<file path="config.mk">
export PLATFORM = sky130hd
export DESIGN_NAME = ysyx_mem_arbiter
export DESIGN_NICKNAME = d
export VERILOG_FILES = /design/src/rtl/ysyx_mem_arbiter_pkg.sv /design/src/rtl/ysyx_mem_arbiter.sv
export SDC_FILE = /design/constraint.sdc
export NUM_CORES = 1
export LEC_CHECK = 0
export BUFFER_PORTS_ARGS = -buffer_cell sky130_fd_sc_hd__buf_2
export CAP_MARGIN = 10
export CORE_MARGIN = 2
export CORE_UTILIZATION = 29
export CTS_CLUSTER_DIAMETER = 60
export CTS_CLUSTER_SIZE = 14
export DETAILED_ROUTE_END_ITERATION = 8
export HOLD_SLACK_MARGIN = 0.02
export PLACE_DENSITY = 0.62
export SYNTH_ARGS = -nofsm -noshare
export SYNTH_HDL_FRONTEND = slang
export SYNTH_SLANG_ARGS = --single-unit
</file>
<file path="constraint.sdc">
create_clock -name clk -period 2.3 [get_ports clk]
set_clock_uncertainty 0.1 [all_clocks]
set_input_delay 0 -clock clk [delete_from_list [all_inputs] [get_ports clk]]
set_output_delay 0 -clock clk [all_outputs]
set_load 0.05 [all_outputs]
</file>
<file path="src/rtl/ysyx_mem_arbiter_pkg.sv">
// Shared encodings for the IFU/LSU memory arbiter: FSM states, owner codes
// and the two-way round-robin pick used when both masters ask in the same cycle.
package ysyx_mem_arbiter_pkg;

    typedef enum logic [1:0] {
        ARB_IDLE = 2'd0,
        ARB_REQ  = 2'd1,
        ARB_WAIT = 2'd2
    } arb_state_e;

    typedef enum logic {
        ARB_IFU = 1'b0,
        ARB_LSU = 1'b1
    } arb_owner_e;

    // On a tie the master that did not own the bus last time wins.
    function automatic arb_owner_e arb_pick(input logic i_ifu, input logic i_lsu,
                                            input arb_owner_e i_last);
        if (i_ifu && i_lsu) begin
            return (i_last == ARB_IFU) ? ARB_LSU : ARB_IFU;
        end else if (i_lsu) begin
            return ARB_LSU;
        end else begin
            return ARB_IFU;
        end
    endfunction

endpackage

</file>
<file path="src/rtl/ysyx_mem_arbiter.sv">
// Two-master (IFU fetch / LSU load-store) to one-slave memory arbiter: one whole
// transaction at a time, round-robin on contention, watchdog-protected response wait.
module ysyx_mem_arbiter
    import ysyx_mem_arbiter_pkg::*;
#(
    parameter int ADDR_W    = 32,
    parameter int DATA_W    = 32,
    parameter int TIMEOUT_W = 8
) (
    input  logic                  clk,
    input  logic                  rst,
    input  logic [ADDR_W-1:0]     ifu_araddr,
    input  logic                  ifu_arvalid,
    output logic [DATA_W-1:0]     ifu_rdata,
    output logic                  ifu_rvalid,
    input  logic [ADDR_W-1:0]     lsu_addr,
    input  logic                  lsu_req,
    input  logic                  lsu_wen,
    input  logic [DATA_W-1:0]     lsu_wdata,
    input  logic [DATA_W/8-1:0]   lsu_wstrb,
    output logic [DATA_W-1:0]     lsu_rdata,
    output logic                  lsu_rvalid,
    output logic [ADDR_W-1:0]     mem_addr,
    output logic                  mem_req,
    output logic                  mem_wen,
    output logic [DATA_W-1:0]     mem_wdata,
    output logic [DATA_W/8-1:0]   mem_wstrb,
    input  logic                  mem_gnt,
    input  logic [DATA_W-1:0]     mem_rdata,
    input  logic                  mem_rvalid,
    output logic                  bus_err
);

    localparam int STRB_W = DATA_W / 8;
    localparam logic [TIMEOUT_W-1:0] CNT_ONE = {{(TIMEOUT_W-1){1'b0}}, 1'b1};
    localparam logic [TIMEOUT_W-1:0] CNT_MAX = {TIMEOUT_W{1'b1}};

    arb_state_e             r_state;
    arb_state_e             w_state_nxt;
    arb_owner_e             r_owner;
    arb_owner_e             r_last_grant;
    arb_owner_e             w_pick;
    logic [ADDR_W-1:0]      r_addr;
    logic                   r_wen;
    logic [DATA_W-1:0]      r_wdata;
    logic [STRB_W-1:0]      r_wstrb;
    logic [TIMEOUT_W-1:0]   r_cnt;
    logic                   r_bus_err;

    logic                   w_any_req;
    logic                   w_sat;
    logic                   w_resp;
    logic                   w_timeout;
    logic                   w_grant;
    logic                   w_in_req;
    logic                   w_done;
    logic [DATA_W-1:0]      w_rdata;

    assign w_any_req = ifu_arvalid | lsu_req;
    assign w_sat     = (r_cnt == CNT_MAX);
    assign w_pick    = arb_pick(ifu_arvalid, lsu_req, r_last_grant);

    always_comb begin
        w_state_nxt = r_state;
        w_resp      = 1'b0;
        w_timeout   = 1'b0;
        w_grant     = 1'b0;
        case (r_state)
            ARB_IDLE: begin
                if (w_any_req) begin
                    w_state_nxt = ARB_REQ;
                end
            end
            ARB_REQ: begin
                if (mem_gnt) begin
                    w_grant = 1'b1;
                    if (mem_rvalid) begin
                        w_resp      = 1'b1;
                        w_state_nxt = ARB_IDLE;
                    end else begin
                        w_state_nxt = ARB_WAIT;
                    end
                end else if (w_sat) begin
                    w_timeout   = 1'b1;
                    w_state_nxt = ARB_IDLE;
                end
            end
            ARB_WAIT: begin
                if (mem_rvalid) begin
                    w_resp      = 1'b1;
                    w_state_nxt = ARB_IDLE;
                end else if (w_sat) begin
                    w_timeout   = 1'b1;
                    w_state_nxt = ARB_IDLE;
                end
            end
            default: begin
                w_state_nxt = ARB_IDLE;
            end
        endcase
    end

    always_ff @(posedge clk) begin
        if (rst) begin
            r_state      <= ARB_IDLE;
            r_owner      <= ARB_IFU;
            r_last_grant <= ARB_IFU;
            r_addr       <= '0;
            r_wen        <= 1'b0;
            r_wdata      <= '0;
            r_wstrb      <= '0;
            r_cnt        <= '0;
            r_bus_err    <= 1'b0;
        end else begin
            r_state <= w_state_nxt;
            if (r_state == ARB_IDLE && w_any_req) begin
                r_owner <= w_pick;
                r_cnt   <= '0;
                if (w_pick == ARB_LSU) begin
                    r_addr  <= lsu_addr;
                    r_wen   <= lsu_wen;
                    r_wdata <= lsu_wdata;
                    r_wstrb <= lsu_wstrb;
                end else begin
                    r_addr  <= ifu_araddr;
                    r_wen   <= 1'b0;
                    r_wdata <= '0;
                    r_wstrb <= '0;
                end
            end else if (r_state == ARB_REQ || r_state == ARB_WAIT) begin
                r_cnt <= r_cnt + CNT_ONE;
            end
            if (w_grant) begin
                r_last_grant <= r_owner;
            end
            if (w_timeout) begin
                r_bus_err <= 1'b1;
            end
        end
    end

    // Outputs are forced low while rst is high so an abandoned transaction never leaks a pulse.
    assign w_in_req  = (r_state == ARB_REQ) && !rst;
    assign mem_req   = w_in_req;
    assign mem_addr  = w_in_req ? r_addr  : '0;
    assign mem_wen   = w_in_req ? r_wen   : 1'b0;
    assign mem_wdata = w_in_req ? r_wdata : '0;
    assign mem_wstrb = w_in_req ? r_wstrb : '0;

    assign w_done     = (w_resp || w_timeout) && !rst;
    assign w_rdata    = w_timeout ? '0 : mem_rdata;
    assign ifu_rvalid = w_done && (r_owner == ARB_IFU);
    assign lsu_rvalid = w_done && (r_owner == ARB_LSU);
    assign ifu_rdata  = ifu_rvalid ? w_rdata : '0;
    assign lsu_rdata  = (lsu_rvalid && !r_wen) ? w_rdata : '0;
    assign bus_err    = r_bus_err;

endmodule

</file>
; Word-level counts from Yosys, hierarchy flattened
; Cells that the tools add are included.
[totals]
register_bits = 82
inputBits = 139
out_inout_bits = 137
elab_cells = 58
[classes]
add_sub_neg = 1
n_eq_ne = 4
n_mux = 29
bitwise = 2
reduce_logical = 13
[ops]
columns = operator, n
row1 = 32-bit 2-to-1 mux, 7
row2 = 1-bit 2-to-1 mux, 12
row3 = 2-bit 2-to-1 mux, 5
row4 = 8-bit by 1-bit adder with 8-bit output (second input constant), 1
row5 = 8-bit == test (second input constant), 1
row6 = 4-bit 2-to-1 mux, 2
row7 = 1-bit logical AND, 7
row8 = 2-bit case mux with 3 select lines, 1
row9 = 1-bit case mux with 2 select lines, 2
row10 = 2-bit by 1-bit == test with 1-bit output (second input constant), 1
row11 = 2-bit == test (second input constant), 1
row12 = 1-bit zero test, 2
row13 = 2-bit zero test, 1
row14 = 1-bit logical OR, 2
row15 = 2-bit != test (second input constant), 1
row16 = 2-bit OR reduction, 1
row17 = 1-bit NOT, 1
row18 = 1-bit OR, 1

; Depth between registers and ports, before layout
; Gate-level depths: netlist of the first run.
[logic_depth]
ltp_word = 9
ltp_mapped = 8
ltp_nobuf = 6

; Least setup slack after synthesis of the first run
; No wires, ideal clock.
[synth_timing]
path_type = flip-flop to output port
startpoint = register r_state[0]
endpoint = output lsu_rdata[10]
arrival_ns = 2.864
t_required_ns = 2.200
setup_slack_ns = -0.664
path_stages_with_launch = 9
n_path_buf = 2
path_cell_list = dfxtp_1 -> inv_1 -> ha_1 -> buf_2 -> nand2_1 -> a21oi_2 -> and2_1 -> clkbuf_1 -> nor4_1
[synth_between]
elab_chain_len = 7
word_cells_on_any_way = 10
cone_classes = eq/ne: 2 / mux: 4 / reduce/logical: 4
[synth_rtl]
columns = item, line
row1 = "start, declared", ysyx_mem_arbiter.sv:38  ; arb_state_e r_state;
row2 = "start signal, assigned", ysyx_mem_arbiter.sv:115  ; r_state <= w_state_nxt;
row3 = 2-bit == test or 2-bit by 1-bit == test with 1-bit output (tied branches), ysyx_mem_arbiter.sv:68  ; case (r_state)
row4 = 1-bit case mux with 2 select lines, ysyx_mem_arbiter.sv:68
row5 = 1-bit logical OR, ysyx_mem_arbiter.sv:150  ; assign w_done = (w_resp || w_timeout) && !rst;
row6 = 1-bit logical AND, ysyx_mem_arbiter.sv:150
row7 = 1-bit logical AND, ysyx_mem_arbiter.sv:153  ; assign lsu_rvalid = w_done && (r_owner == ARB_LSU);
row8 = 1-bit logical AND, ysyx_mem_arbiter.sv:155  ; assign lsu_rdata = (lsu_rvalid && !r_wen) ? w_rdata : '0;
row9 = 32-bit 2-to-1 mux *, ysyx_mem_arbiter.sv:155
row10 = "end, declared", ysyx_mem_arbiter.sv:21  ; output logic [DATA_W-1:0] lsu_rdata,
; Mark *: on every way between the ends. The rest lies on a longest branch, timed or not.

; Final worst setup path of the first run
[layout_timing]
startpoint = register r_state[0]
endpoint = output ifu_rdata[1]
[layout_between]
elab_chain_len = 6
word_cells_on_any_way = 9
cone_classes = eq/ne: 2 / mux: 4 / reduce/logical: 3
[layout_rtl]
columns = item, line
row1 = 2-bit == test or 2-bit by 1-bit == test with 1-bit output (tied branches), ysyx_mem_arbiter.sv:68
row2 = 1-bit case mux with 2 select lines, ysyx_mem_arbiter.sv:68
row3 = 1-bit logical OR, ysyx_mem_arbiter.sv:150
row4 = 1-bit logical AND, ysyx_mem_arbiter.sv:150
row5 = 1-bit logical AND, ysyx_mem_arbiter.sv:152  ; assign ifu_rvalid = w_done && (r_owner == ARB_IFU);
row6 = 32-bit 2-to-1 mux *, ysyx_mem_arbiter.sv:154  ; assign ifu_rdata = ifu_rvalid ? w_rdata : '0;
row7 = "end, declared", ysyx_mem_arbiter.sv:14  ; output logic [DATA_W-1:0] ifu_rdata,
; Marked as above.

==> impl_metrics.ini, run 1 <==
[run_status]
status = completed

[floorplan]
die_y_um = 123
rows = 43
die_w_um = 123
ios = 276
start_util = 0.296
die_area_um2 = 15100
coreArea_um2 = 13800

[worst_setup_path]
path_max_fanout = 8
cp.required_ns = 2.20
reg2reg_from = r_last_grant$_SDFFE_PP0P_
worstRegToRegCells = 5
path_buf_inv = 5
startpoint_type = flip-flop
crit_path_end_kind = output pin
cpMaxStageDelayCell = dfxtp_4
crit_chain = inv_2 > ha_4 > buf_6 > nand3_4 > a2111oi_4 > buf_4 > bufbuf_16 > and2_1 > buf_6
setup.reg_to_reg.worst_slack_ns = 0.21
slowest_delay_ns = 0.37
cp.arrival_ns = 2.19
crit_family = buffers and inverters
crit_type = flip-flop to output pin
r2r-end = r_addr[2]$_SDFFE_PP0P_
cp_common_cell = buf_6

[cells_and_area]
final_cells = 1028
area_delta_synth_final_pct = 85.5
fillCellCount = 1227
drive_above_1_share = 0.403
final_area_um2 = 7600
nNetsFinal = 987
diodes = 0
final_core_util = 0.549

[pwr]
power.density_nw_per_um2 = 518
irDropWorstVdd_v = 0.000329
cellLeakagePower_nw = 3.72

[place]
dpl_cell_area_um2 = 5780
place.gp.congestion = 0.764
dpl.hpwl_mm = 9.70
dp.cells = 892
dp_slack_ns = 0.132
port_buffers = 275

[timing]
hold_viol_final = 0
whs_ns = 0.127
finalWorstSetupSlack_ns = 0.00601
finalCritPeriodShare = 0.997
clock.fmax_mhz = 436
max-slew-margin-rel = 0.644
setup_viol_count_final = 0
period_minus_slack_ns = 2.29
drv_slew = 0
tightest_slew_ns = 0.534
rsz0062_at_grt = yes

[cts]
cts_sinks = 82
h-tree-depth = 3
cts_buffers = 9
clk_pin_slew_worst_paths_ns = 0.06
cts_root_buffer = clkbuf_16
insertion_delay_ns = 0.34
cts_tree = yes
cts_max_path_buffers = 2

[logic_synthesis]
synth_area_per_cell_um2 = 8.92
synth_seq_area_share = 0.401
synth_cells = 459
yosysUniqueCellTypes = 35
synth-seq-cells = 82
synth_area_um2 = 4100
synth-warning-count = 0
syn_nets = 603

[detailed_routing]
dr.pass1.iters = 4
via_count = 4680
ant_nets = 0
wl_mm = 15.1
drt_iter0_drc = 178
via_per_inst = 4.55
wl_per_cell_um = 14.7
drc_errors = 0

[grt]
grt_max_degree = 47
grt_use_total = 0.189
grt_pass1_wl_mm = 22.1
antenna_found_initial = 0
overflow = 0
grt_pass1_vias = 4484

[worst_hold_path]
hold_class = input pin to flip-flop
min_to = r_state[0]$_SDFFE_PP0P_
hp-start = ifu_arvalid
hold_depth = 5

[flow_run]
cap_violations = 0
tightest hold or removal path, stage by stage:
cell,delay (ns)
buf_2,0.13
o21ai_1,0.12
nor2_1,0.10
a21oi_1,0.04
a21oi_1,0.12
flip-flops by register name, indices dropped and copies added, names as in the netlist:
name	count
bus_err	1
r_last_grant	1
r_wdata	32
r_cnt	8
r_wen	1
r_owner	1
r_state	2
r_addr	32
r_wstrb	4
cells in the mapped netlist:
cell       count  share of area
a2111oi_4      2          0.013
a21boi_0       1         0.0018
a21boi_1       1         0.0018
a21o_1         2         0.0037
a21oi_1        7         0.0086
a21oi_2        1         0.0021
a22o_1        37          0.079
and2_1       128           0.20
and3_1         1         0.0015
and3_4         1         0.0027
and3b_1        1         0.0021
and4_4         1         0.0027
buf_2         12          0.015
buf_6          2         0.0055
clkbuf_1      21          0.019
dfxtp_1       82           0.40
ha_1           5          0.015
inv_1          2         0.0018
mux2i_1       33          0.081
nand2_1       39          0.036
nand2b_1       9          0.014
nand3_1        3         0.0037
nand3_2        1         0.0024
nand4_1        3         0.0046
nand4b_1       2         0.0043
nor2_1        11          0.010
nor2b_1        2         0.0031
nor3_1         1         0.0012
nor3b_1        1         0.0018
nor4_1         6         0.0092
o21ai_0       32          0.039
o21ai_1        1         0.0012
or2_2          1         0.0015
xnor2_1        1         0.0021
xor2_1         6          0.013
cell usage in the layout (no fill, tap or decap), types with 3 or more instances in the layout:
cell and count:
buf_2 218, and2_1 128, dlygate4sd3_1 108, dfxtp_1 80, buf_4 50, nand2_1 38
a22o_1 37, mux2i_1 33, o21ai_0 32, buf_6 25, nor2_1 11, clkbuf_16 9
nand2b_1 7, a21oi_1 7, xor2_1 6, nor4_4 4, buf_12 4, nand3_1 3
nand4_1 3
worst max-delay path by stage:
stage	startpoint	to	slack, ns	cells after the start
after floorplan	r_state[0]$_SDFFE_PP0P_	lsu_rdata[10]	-0.24	8
after global placement	r_state[0]$_SDFFE_PP0P_	ifu_rdata[15]	0.19	8
after detailed placement	r_state[0]$_SDFFE_PP0P_	lsu_rdata[29]	0.13	8
after CTS	r_state[1]$_SDFFE_PP0P_	ifu_rdata[4]	0.002	10
after global routing	r_state[0]$_SDFFE_PP0P_	ifu_rdata[11]	-0.08	9
final	r_state[0]$_SDFFE_PP0P_	ifu_rdata[1]	0.006	9
routing by layer:
layer,wire length (µm),track usage
met5,0,0
met4,276,0.0611
met3,1020,0.0451
met2,8220,0.370
met1,5630,0.194
cell families (layout without fill, tap and decap cells):
| kind of cell | Yosys count | in the layout | synth area share |
|---|---|---|---|
| AND/OR/NAND/NOR | 211 | 211 | 0.296 |
| AO/OA/AOI/OAI | 84 | 84 | 0.151 |
| flip-flops | 82 | 82 | 0.401 |
| buffers and inverters | 37 | 426 | 0.0412 |
| multiplexers | 33 | 33 | 0.0807 |
| XOR/XNOR | 7 | 7 | 0.0150 |
| adder cells (fa/ha/maj) | 5 | 5 | 0.0153 |
repair_timing:
action,CTS,global route
gates resized for setup,80,20
setup buffers,6,2
endpoints found under the setup margin,63,26
endpoints found under the hold margin,73,0
cloned,3,2
hold buffers,108,0
pin swaps,3,0
through the flow:
| stage | setup TNS, ns | power (W) |
|---|---|---|
| finish | 0 | 0.00393 |
| CTS | 0 | 0.00398 |
| detailed placement | 0 | 0.00223 |
| global route | -1.09 | 0.00412 |
| floorplan | -0.290 | 0.00198 |
| global placement | 0 | 0.00222 |
power breakdown:
part | internal [W] | switching (W)
Clock | 0.000948 | 0.000582
Combinational | 0.000413 | 0.000410
Sequential | 0.00153 | 0.0000527
cell type report:
class | instances | area (µm²) | area share
flip-flops and latches | 82 | 1650 | 0.217
multi-input cells | 340 | 2440 | 0.321
clock buffers | 9 | 225 | 0.0296
well taps | 180 | 225 | 0.0296
repair buffers | 408 | 2960 | 0.389
inverters | 2 | 7.51 | 0.000988
clock inverters | 7 | 93.8 | 0.0124
Power figures use the tool's default switching activity.
==> run 2, diff against run 1 <==
Settings changed: CORE_AREA set to 3 3 106 108, CORE_MARGIN 2 to not set, CORE_UTILIZATION 29 to not set, DIE_AREA set to 0 0 109 111, PLACE_DENSITY 0.62 to 0.79.
==> impl_metrics.ini, run 2 (synthesized netlist as in run 1, its figures left out) <==
[worst_setup_path]
cp_common_cell = buf_12
crit_chain = buf_12 > ha_4 > a21o_1 > nand3_4 > a2111oi_4 > buf_4 > buf_12 > and2_1 > buf_6
cp.required_ns = 2.20
path_max_fanout = 14
crit_path_end_kind = output pin
slowest_delay_ns = 0.39
cp.arrival_ns = 2.29
path_buf_inv = 4
crit_type = flip-flop to output pin
cpMaxStageDelayCell = a2111oi_4
startpoint_type = flip-flop
crit_family = buffers and inverters

[pwr]
power.density_nw_per_um2 = 469
cellLeakagePower_nw = 3.77
irDropWorstVdd_v = 0.000323

[cells_and_area]
fillCellCount = 650
final_cells = 985
drive_above_1_share = 0.436
multi_input_area_um2 = 2520
final_common_cell = buf_2
reg.largest.list = r_addr: 32 flops, r_wdata: 32 flops, r_cnt: 8 flops
nNetsFinal = 987
most-common-layout-cells = buf_2, dlygate4sd3_1, and2_1
seq_area_um2 = 1650
area_delta_synth_final_pct = 90.3

[floorplan]
start_util = 0.397
die_area_um2 = 12100
die_y_um = 111
die_w_um = 109
ios = 276
coreArea_um2 = 10300
rows = 37

[cts]
insertion_delay_ns = 0.36
cts_max_path_buffers = 2
cts_sinks = 82
clk_pin_slew_worst_paths_ns = 0.07
cts_root_buffer = clkbuf_8
cts_buffers = 9
cts_tree = yes
h-tree-depth = 3

[detailed_routing]
drc_errors = 0
via_count = 5054
dr.pass1.iters = 5
wl_mm = 17.8
ant_nets = 0
wl_per_cell_um = 18.1
drt_iter0_drc = 292
via_per_inst = 5.13

[timing]
finalCritPeriodShare = 1.04
period_minus_slack_ns = 2.39
hold_viol_final = 0
clock.fmax_mhz = 419
max-slew-margin-rel = 0.646
rsz0062_at_grt = yes
setup_viol_count_final = 46
finalWorstSetupSlack_ns = -0.0885
tightest_slew_ns = 0.531
whs_ns = 0.166
drv_slew = 0

[worst_hold_path]
hold_class = input pin to flip-flop

[grt]
grt_max_degree = 71
grt_pass1_vias = 5143
grt_pass1_wl_mm = 25.2
overflow = 0
antenna_found_initial = 1
grt_use_total = 0.264

[run_status]
status = finished with violations
violations = negative setup slack

[place]
dp.cells = 846
port_buffers = 275
dpl.hpwl_mm = 9.97
place.gp.congestion = 0.774
dp_slack_ns = 0.176

[flow_run]
cap_violations = 0
[run 2: cell count changes in the layout (fill, tap and decap cells not counted), moves of 5 or more]
| cell | change |
|---|---|
| buf_4 | -34 |
| and2_1 | -28 |
| and2_4 | +28 |
| buf_8 | +27 |
| clkbuf_8 | +10 |
| buf_6 | +9 |
| clkbuf_16 | -8 |
| buf_2 | -5 |
[run 2: what timing repair did]
| action | in CTS | in global routing |
|---|---|---|
| endpoints found under the hold margin | 73 | 0 |
| hold buffers | 108 | 0 |
| resized for setup | 100 | 93 |
| pin swaps | 3 | 15 |
| buffers inserted | 7 | 6 |
| setup endpoints to repair | 64 | 30 |
| cloned | 2 | 0 |
[run 2: layer usage]
metal,up-vias,GRT usage,wire length [µm]
li1,2324,-,-
met1,2365,0.243,5980
met2,291,0.520,9560
met3,74,0.0483,1300
met4,0,0.146,981
met5,-,0,0
[run 2: metrics by stage]
| step | util | TNS (ns) | power, W | cell area (µm²) |
|---|---|---|---|---|
| 2_1_floorplan | - | -0.290 | 0.00198 | 4170 |
| 3_3_place_gp | 0.553 | 0 | 0.00220 | 5710 |
| 3_5_place_dp | 0.553 | 0 | 0.00222 | 5710 |
| 4_1_cts | 0.721 | 0 | 0.00362 | 7450 |
| 5_1_grt | 0.755 | -6.16 | 0.00380 | 7790 |
| 6_report | 0.755 | -2.17 | 0.00366 | 7790 |
[run 2: where the power goes]
group | switching (W) | internal (W) | leakage (nW)
logic | 0.000434 | 0.000420 | 2.98
clock network | 0.000559 | 0.000655 | 0.115
registers | 0.0000645 | 0.00153 | 0.674
[run 2: worst paths after layout]
check	startpoint	end	slack [ns]	cells after the start
worst min-delay path	ifu_arvalid	r_state[0]$_SDFFE_PP0P_	0.17	5
worst min register to register	r_addr[12]$_SDFFE_PP0P_	r_addr[12]$_SDFFE_PP0P_	0.36	2
worst max-delay path	r_state[0]$_SDFFE_PP0P_	lsu_rdata[4]	-0.09	9
worst max register to register	r_last_grant$_SDFFE_PP0P_	r_addr[26]$_SDFFE_PP0P_	0.22	5
[run 2: cell type report]
type | instances | area share
Clock inverter | 6 | 0.0124
Inverter | 2 | 0.000963
Sequential cell | 82 | 0.211
Tap cell | 136 | 0.0218
Clock buffer | 10 | 0.0177
Timing Repair Buffer | 408 | 0.412
Multi-Input combinational cell | 340 | 0.324
Antenna cell | 1 | 0.000321
[run 2: worst register-to-register path, delay by kind of cell (launching register included)]
family                 cells  cell delay (ns)
muxes                      1             0.28
DFF                        1             0.35
AOI/OAI and AO/OA          2             0.27
buffers and inverters      2             0.94
